**src/rtl/coherence_bus_ctrl.sv**
```systemverilog
// rtl/coherence_bus_ctrl.sv - two-CPU MSI snoop controller arbitrating both caches onto one single-word RAM port
// Optional macro CC_C2C_EN: requester is served from the supplier's data while RAM is updated.
module coherence_bus_ctrl #(
  parameter int CPUS   = 2,
  parameter int WORD_W = 32
) (
  input  logic                         CLK,
  input  logic                         RST,
  input  logic [CPUS-1:0]              iREN,
  input  logic [CPUS-1:0]              dREN,
  input  logic [CPUS-1:0]              dWEN,
  input  logic [CPUS-1:0]              ccwrite,
  input  logic [CPUS-1:0]              cctrans,
  input  logic [CPUS-1:0][WORD_W-1:0]  iaddr,
  input  logic [CPUS-1:0][WORD_W-1:0]  daddr,
  input  logic [CPUS-1:0][WORD_W-1:0]  dstore,
  output logic [CPUS-1:0]              iwait,
  output logic [CPUS-1:0]              dwait,
  output logic [CPUS-1:0][WORD_W-1:0]  iload,
  output logic [CPUS-1:0][WORD_W-1:0]  dload,
  output logic [CPUS-1:0]              ccwait,
  output logic [CPUS-1:0]              ccinv,
  output logic [CPUS-1:0][WORD_W-1:0]  ccsnoopaddr,
  input  logic [WORD_W-1:0]            ramload,
  input  logic [1:0]                   ramstate,
  output logic [WORD_W-1:0]            ramaddr,
  output logic [WORD_W-1:0]            ramstore,
  output logic                         ramREN,
  output logic                         ramWEN
);

  localparam logic [1:0] RAM_ACCESS = 2'd2;

  typedef enum logic [2:0] {IDLE, IFETCH, DWB, SNOOP, C2C, RAMRD} state_t;

  state_t state_q, state_d;
  logic   r_q, r_d;
  logic   last_q, last_d;
  logic   o;
  logic   access;

  assign o      = ~r_q;
  assign access = (ramstate == RAM_ACCESS);

  // On a tie the CPU that did not win last time gets the grant.
  function automatic logic pick(input logic [CPUS-1:0] req, input logic last);
    if (req == 2'b11) return ~last;
    return req[1];
  endfunction

  always_ff @(posedge CLK or posedge RST) begin
    if (RST) begin
      state_q <= IDLE;
      r_q     <= 1'b0;
      last_q  <= 1'b1;
    end else begin
      state_q <= state_d;
      r_q     <= r_d;
      last_q  <= last_d;
    end
  end

  always_comb begin
    state_d     = state_q;
    r_d         = r_q;
    last_d      = last_q;
    iwait       = '1;
    dwait       = '1;
    iload       = '0;
    dload       = '0;
    ccwait      = '0;
    ccinv       = '0;
    ccsnoopaddr = '0;
    ramaddr     = '0;
    ramstore    = '0;
    ramREN      = 1'b0;
    ramWEN      = 1'b0;
    case (state_q)
      IDLE: begin
        if (|dWEN) begin
          r_d     = pick(dWEN, last_q);
          last_d  = r_d;
          state_d = DWB;
        end else if (|dREN) begin
          r_d     = pick(dREN, last_q);
          last_d  = r_d;
          state_d = SNOOP;
        end else if (|iREN) begin
          r_d     = pick(iREN, last_q);
          last_d  = r_d;
          state_d = IFETCH;
        end
      end
      IFETCH: begin
        ramREN       = 1'b1;
        ramaddr      = iaddr[r_q];
        iload[r_q]   = ramload;
        if (access) begin
          iwait[r_q] = 1'b0;
          state_d    = IDLE;
        end
      end
      DWB: begin
        ramWEN       = 1'b1;
        ramaddr      = daddr[r_q];
        ramstore     = dstore[r_q];
        if (access) begin
          dwait[r_q] = 1'b0;
          state_d    = IDLE;
        end
      end
      SNOOP: begin
        ccwait[o]      = 1'b1;
        ccsnoopaddr[o] = daddr[r_q];
        ccinv[o]       = ccwrite[r_q];
        if (cctrans[o]) state_d = dWEN[o] ? C2C : RAMRD;
      end
      C2C: begin
        // The snooped cache stays blocked until its dirty word has reached RAM.
        ccwait[o]      = 1'b1;
        ccsnoopaddr[o] = daddr[r_q];
        ccinv[o]       = ccwrite[r_q];
        ramWEN         = 1'b1;
        ramaddr        = daddr[o];
        ramstore       = dstore[o];
`ifdef CC_C2C_EN
        dload[r_q]     = dstore[o];
        if (access) begin
          dwait[r_q] = 1'b0;
          dwait[o]   = 1'b0;
          state_d    = IDLE;
        end
`else
        if (access) begin
          dwait[o] = 1'b0;
          state_d  = RAMRD;
        end
`endif
      end
      RAMRD: begin
        ramREN       = 1'b1;
        ramaddr      = daddr[r_q];
        dload[r_q]   = ramload;
        if (access) begin
          dwait[r_q] = 1'b0;
          state_d    = IDLE;
        end
      end
      default: state_d = IDLE;
    endcase
  end

endmodule
```
**config.mk**
```make
export PLATFORM = sky130hd
export DESIGN_NAME = coherence_bus_ctrl
export DESIGN_NICKNAME = d
export VERILOG_FILES = /design/src/rtl/coherence_bus_ctrl.sv
export SDC_FILE = /design/constraint.sdc
export NUM_CORES = 1
export LEC_CHECK = 0
export BUFFER_PORTS_ARGS = -buffer_cell sky130_fd_sc_hd__buf_2
export CELL_PAD_IN_SITES_DETAIL_PLACEMENT = 2
export CELL_PAD_IN_SITES_GLOBAL_PLACEMENT = 2
export CORE_AREA = 2 2 195 197
export CTS_BUF_LIST = sky130_fd_sc_hd__clkbuf_16
export DETAILED_ROUTE_END_ITERATION = 16
export DIE_AREA = 0 0 197 199
export PLACE_DENSITY_LB_ADDON = 0.1
export SLEW_MARGIN = 0
export SYNTH_ARGS = -nofsm -noshare
export SYNTH_HDL_FRONTEND = slang
export SYNTH_SLANG_ARGS = --single-unit
```
**constraint.sdc**
```tcl
create_clock -name CLK -period 1.5 [get_ports CLK]
set_input_delay 0.075 -clock CLK [delete_from_list [all_inputs] [get_ports CLK]]
set_output_delay 0.075 -clock CLK [all_outputs]
set_load 0.01 [all_outputs]
```
==> out/qor.csv, run 1 <==
metric,value,unit
Placed Area,7856,sq um
Post-DP HPWL,28140,microns
global-route usage over all layers,16.20,%
Leakage,0.004701,uW
Inst Count DP,1604,
number of global-route vias before repair,7347,
vias per cell,4.490,
Pint,7190,uW
top_reg_cell synth,dfrtp_1,
synthesis warning total,0,
status,finished with violations,
post-route insts no fill,1636,
DRC violations left,0,
Die H,199,microns
setup TNS,-92.01,ns
initial antenna violation count,5,
Core Area,37130,sq um
Synthesized Nets,879,
Comb pwr share,94.5,%
CTS Sinks,5,
"count leader, synth",and2_1,
Compound-Gate Fraction of Synth Area,37.16,%
Max Slew Vio Count,0,
root buf cell,clkbuf_16,
post-synth top area share,21.93,%
cell area after layout,9069,sq um
Gate Count Post-Synth,641,
GP Congestion,0.7594,
DR vias,7345,
H-tree depth,1,
DRT Wirelength,35950,microns
fin nets,1395,
clock-pin slew on the worst setup and hold paths,0.04,ns
final hold viol count,0,
final setup vio count,267,
upper clock frequency limit,501.0,MHz
CTS tree,built,
number of flops mapped to enable cells by yosys,0,
sequential share of power,2.6,%
Worst Setup End Kind,output port,
Longest Clk Path Bufs,2,
Hold Crit Depth,3,
fin crit share,133.1,%
initial core utilization,11.40,%
RSZ-0062 raised after global routing,true,
final setup skew,0.005076,ns
DR WL/cell,21.97,microns
drt first pass iters,4,
DIE WIDTH,197,microns
NetSw,7711,uW
Mean Syn Cell Area,6.603,sq um
worst reg2reg path depth,4,
peak supply drop,595.1,uV
Mapped Area,4233,sq um
Worst-Margin Slew,0.4322,ns
kind of critical path,flip-flop to output port,
total of max-cap violations,0,
worst hold-check path type,input pin to flip-flop,
Clock power frac,2.9,%
relative slew slack,70.92,%
CTS Buf Count,3,
unique cell type count in the Yosys netlist,39,
simple-gate share of the synthesized area,38.60,%
XOR/XNOR share of the synthesized area,0.2069,%
failing checks,setup timing,
share of layout cells above drive strength 1,63.15,%
final core utilization,24.42,%
initial DRC count,193,
"top cells by count, synth","and2_1 (130), a221oi_1 (106), and3_1 (66)",
post-synthesis sequential area ratio,2.986,%
I/O pin count,504,
CP arrival,1.92,ns
row count,71,
pwr/cell area,1643,nW/um^2
Worst-Skew Late Latency,0.23,ns
Seq cells post-synth,5,
largest family of logic cells by synthesized area,simple AND/OR/NAND/NOR gates,
fin worst setup slack,-0.4961,ns
"Max FO, Critical Path",11,
mux share of post-synthesis cell area,11.94,%
post-route ant nets,0,
minimum clock period,1.996,ns
largest net degree at the start of global routing,47,
port bufs,503,
Synth area leaders,"a221oi_1 (22%), and2_1 (19%), mux2_2 (12%), and3_1 (9.8%), clkbuf_1 (4.6%)",
Sw Share,51.75,%
ys async rst share,100.0,%
Area growth syn-to-layout,114.2,%
"area leader, netlist",a221oi_1,
fraction of the mapped netlist area in adder cells,0,%
remaining global-route overflow,0,
"Req. time, crit path",1.42,ns
crit path launch type,flip-flop,
first-pass GRT wire length,48980,microns
Die Footprint,39200,sq um
## final timing paths
| path | startpoint | end | slack [ns] |
|---|---|---|---|
| max reg2reg | state_q[1] | state_q[0] | -0.19 |
| min | dWEN[1] | last_q | 0.20 |
| max in group asynchronous | RST | last_q | 0.91 |
| min reg2reg | last_q | last_q | 0.49 |
| max | state_q[0] | ccsnoopaddr[41] | -0.50 |
| min in group asynchronous | RST | r_q | 0.33 |
## critical path: stages, from the launching register on
cell,delay [ns]
dfrtp_2,0.49
buf_6,0.14
nand3b_1,0.22
a21oi_4,0.23
buf_12,0.16
clkbuf_16,0.18
and2_1,0.13
buf_2,0.13
## layout make-up
| class | count | area, sq um |
|---|---|---|
| Antenna cell | 6 | 15.01 |
| Clock buffer | 3 | 75.07 |
| Clock inverter | 1 | 3.754 |
| Fill cell | 4462 | 28060 |
| Inverter | 4 | 16.27 |
| Multi-Input combinational cell | 549 | 4078 |
| Sequential cell | 5 | 133.9 |
| Tap cell | 474 | 593.1 |
| Timing Repair Buffer | 594 | 4154 |
## power by group through the flow
stage	registers, uW	logic (uW)	clock network (uW)
floorplan	255	6740	0
global placement	353	12100	0
detailed placement	362	12200	0
CTS	363	12800	443
global route	402	15300	455
finish	384	14100	432
## placed cells by master (no fill, tap or decap), drive strengths merged
cell type	Yosys	routed
o211ai	1	1
dfstp	1	1
buf	31	587
dfrtp	4	4
o22ai	1	1
nand2b	2	2
and3	66	66
clkinv	0	1
nor2b	5	5
o21a	11	11
mux2	44	44
o21ai	51	51
nor3	1	1
mux2i	1	1
inv	4	4
nand3	3	3
diode	0	6
a22oi	22	22
o2bb2ai	3	3
nor3b	2	2
and2	131	131
nor4	1	1
dlygate4sd3	0	1
nand3b	1	1
or3	1	1
nand4b	1	1
nand2	40	40
a22o	1	1
nor2	37	37
xnor2	1	1
a221oi	106	106
a21oi	14	14
a21o	2	2
clkbuf	52	9
## registers in the layout, indices dropped and copies added (netlist names)
name,count
r_q,1
state_q,3
last_q,1
## cell families after synthesis
logic type	count (synthesis)
AO/OA/AOI/OAI	212
XOR/XNOR	1
buffers and inverters	87
flip-flops	5
multiplexers	45
AND/OR/NAND/NOR	291
## through the flow
step	total power, uW	setup WS, ns	hold WS, ns
detailed placement	12600	-0.2332	0.02480
finish	14900	-0.4961	0.2035
floorplan	6991	-0.06847	-0.1472
global placement	12460	-0.2103	0.01452
CTS	13620	-0.4677	0.2040
global route	16150	-0.5706	0.2359
## repair_timing
item                       4_1_cts  5_1_grt
pin swaps                       22       18
hold endpoints to repair         4        0
hold buffers                     1        0
setup buffers                    4        6
gates resized for setup         91       99
cloned                           3        8
setup endpoints to repair      267      267
## per-layer routing
metal | vias up | track usage (%) | routed length [microns]
met4 | 0 | 2.311 | 254
met5 | - | 0 | 0
met2 | 237 | 29.46 | 18470
met3 | 12 | 2.577 | 1813
li1 | 3474 | - | -
met1 | 3622 | 20.44 | 15410
Note: power is estimated with default switching activity, not from simulation.
==> inputs of run 2 (changes only) <==
--- a/config.mk
+++ b/config.mk
@@ -13,7 +13,10 @@
 export DETAILED_ROUTE_END_ITERATION = 16
 export DIE_AREA = 0 0 197 199
 export PLACE_DENSITY_LB_ADDON = 0.1
+export RECOVER_POWER = 50
+export REMOVE_ABC_BUFFERS = 1
 export SLEW_MARGIN = 0
 export SYNTH_ARGS = -nofsm -noshare
 export SYNTH_HDL_FRONTEND = slang
 export SYNTH_SLANG_ARGS = --single-unit
+export TNS_END_PERCENT = 20
==> out/qor.csv, run 2 (same netlist as run 1, synthesis figures left out) <==
metric,value,unit
fin worst setup slack,-0.4601,ns
pwr/cell area,1686,nW/um^2
initial core utilization,11.40,%
final setup skew,0.001282,ns
Placed Area,7916,sq um
most frequent cells in the layout,"buf_2 (440), and2_1 (101), a221oi_1 (73)",
CTS tree,built,
cell area after layout,9165,sq um
GR Layer Usage met2,31.93,%
"most common cell after layout, fill and taps aside",buf_2,
worst-path cell chain,buf_6 > nor3b_4 > a21o_4 > clkbuf_16 > a221oi_1 > o21ai_1 > buf_2,
CTS Buf Count,3,
CTS Sinks,5,
final setup vio count,267,
vias per cell,4.497,
RSZ-0062 raised after global routing,true,
peak supply drop,580.7,uV
slowest CP cell,dfrtp_1,
DRC violations left,0,
Top Usage Layer GRT,met2,
Area growth syn-to-layout,116.5,%
clock-pin slew on the worst setup and hold paths,0.03,ns
crit path launch type,flip-flop,
Worst-Skew Late Latency,0.23,ns
root buf cell,clkbuf_16,
WHS,0.2244,ns
Inst Count DP,1607,
Worst Setup End Kind,output port,
Biggest register,state_q,
CP peak stage delay,0.42,ns
DRT Wirelength,36310,microns
relative slew slack,77.80,%
biggest regs,"state_q (3), last_q (1), r_q (1)",
post-route insts no fill,1643,
minimum clock period,1.960,ns
CP arrival,1.89,ns
GRT met1 Usage,20.54,%
global-route usage over all layers,17.01,%
row count,71,
setup TNS,-97.03,ns
failing checks,setup timing,
total of max-cap violations,0,
status,finished with violations,
Die H,199,microns
worst hold-check path type,input pin to flip-flop,
final core utilization,24.68,%
fin crit share,130.7,%
initial antenna violation count,8,
number of global-route vias before repair,7557,
initial DRC count,216,
Die Footprint,39200,sq um
number of flip-flops in the largest register,3,
largest net degree at the start of global routing,33,
DR WL/cell,22.10,microns
H-tree depth,1,
Post-DP HPWL,29120,microns
Longest Clk Path Bufs,2,
upper clock frequency limit,510.2,MHz
Core Area,37130,sq um
DR vias,7388,
"Req. time, crit path",1.42,ns
"Max FO, Critical Path",7,
remaining global-route overflow,0,
Leakage,0.004763,uW
port bufs,503,
GP Congestion,0.7646,
share of layout cells above drive strength 1,63.54,%
Worst-Margin Slew,0.3299,ns
I/O pin count,504,
Max Slew Vio Count,0,
first-pass GRT wire length,51000,microns
post-route ant nets,0,
kind of critical path,flip-flop to output port,
DIE WIDTH,197,microns
fin nets,1402,
final hold viol count,0,
GR Util met3,3.374,%
drt first pass iters,4,
## run 2: cell types whose count changed in the layout (fill, tap and decap cells not counted), sizes merged
| cell | delta |
|---|---|
| buf | +9 |
| clkbuf | -2 |
## run 2: final timing paths
path                            start    endpoint  slack, ns  cells past startpoint
min reg2reg                    last_q      last_q       0.50                      1
max in group asynchronous         RST      last_q       0.93                      3
min in group asynchronous         RST         r_q       0.32                      3
min                           dWEN[0]      last_q       0.22                      4
max reg2reg                state_q[2]  state_q[0]      -0.27                      6
max                        state_q[2]  ramaddr[0]      -0.46                      7
## run 2: routing by layer
layer	routed length, microns	share of wire (%)
met2	18660	51
met3	2073	5.7
met1	15010	41
met4	526	1.4
met5	35	0.096
## run 2: layout make-up
| type | instances | area, sq um |
|---|---|---|
| multi-input combinational | 549 | 4140 |
| inverter | 4 | 16.27 |
| clock inverter | 1 | 3.754 |
| tap | 474 | 593.1 |
| fill | 4426 | 27970 |
| timing repair buffer | 601 | 4189 |
| clock buffer | 3 | 75.07 |
| sequential | 5 | 132.6 |
| antenna | 6 | 15.01 |
## run 2: per-stage QoR
step,power (uW),worst slack (ns)
2_1_floorplan,5006,-5.439
3_3_place_gp,12920,-0.2655
3_5_place_dp,12970,-0.2690
4_1_cts,14750,-0.4608
5_1_grt,16780,-0.5807
6_report,15450,-0.4601
## run 2: power by group
group / leakage, uW / internal, uW / switching [uW]
Combinational: 0.00466 / 6940 / 7760
Clock: 0.0000423 / 345 / 85.7
Sequential: 0.0000576 / 222 / 104
Total: 0.00476 / 7510 / 7950
## run 2: what timing repair did
| action | CTS | global route |
|---|---|---|
| hold buffers | 1 | 0 |
| gates cloned | 4 | 4 |
| buffers inserted | 18 | 2 |
| gates resized for setup | 104 | 99 |
| pin swaps | 14 | 47 |
| endpoints found under the hold margin | 4 | 0 |
| endpoints found under the setup margin | 266 | 267 |
## run 2: worst max-delay path: cells and delay by family, from the launching register on
family	cells	cell delay (ns)
simple gates	1	0.27
flops	1	0.42
compound gates	3	0.46
buf+inv	3	0.51
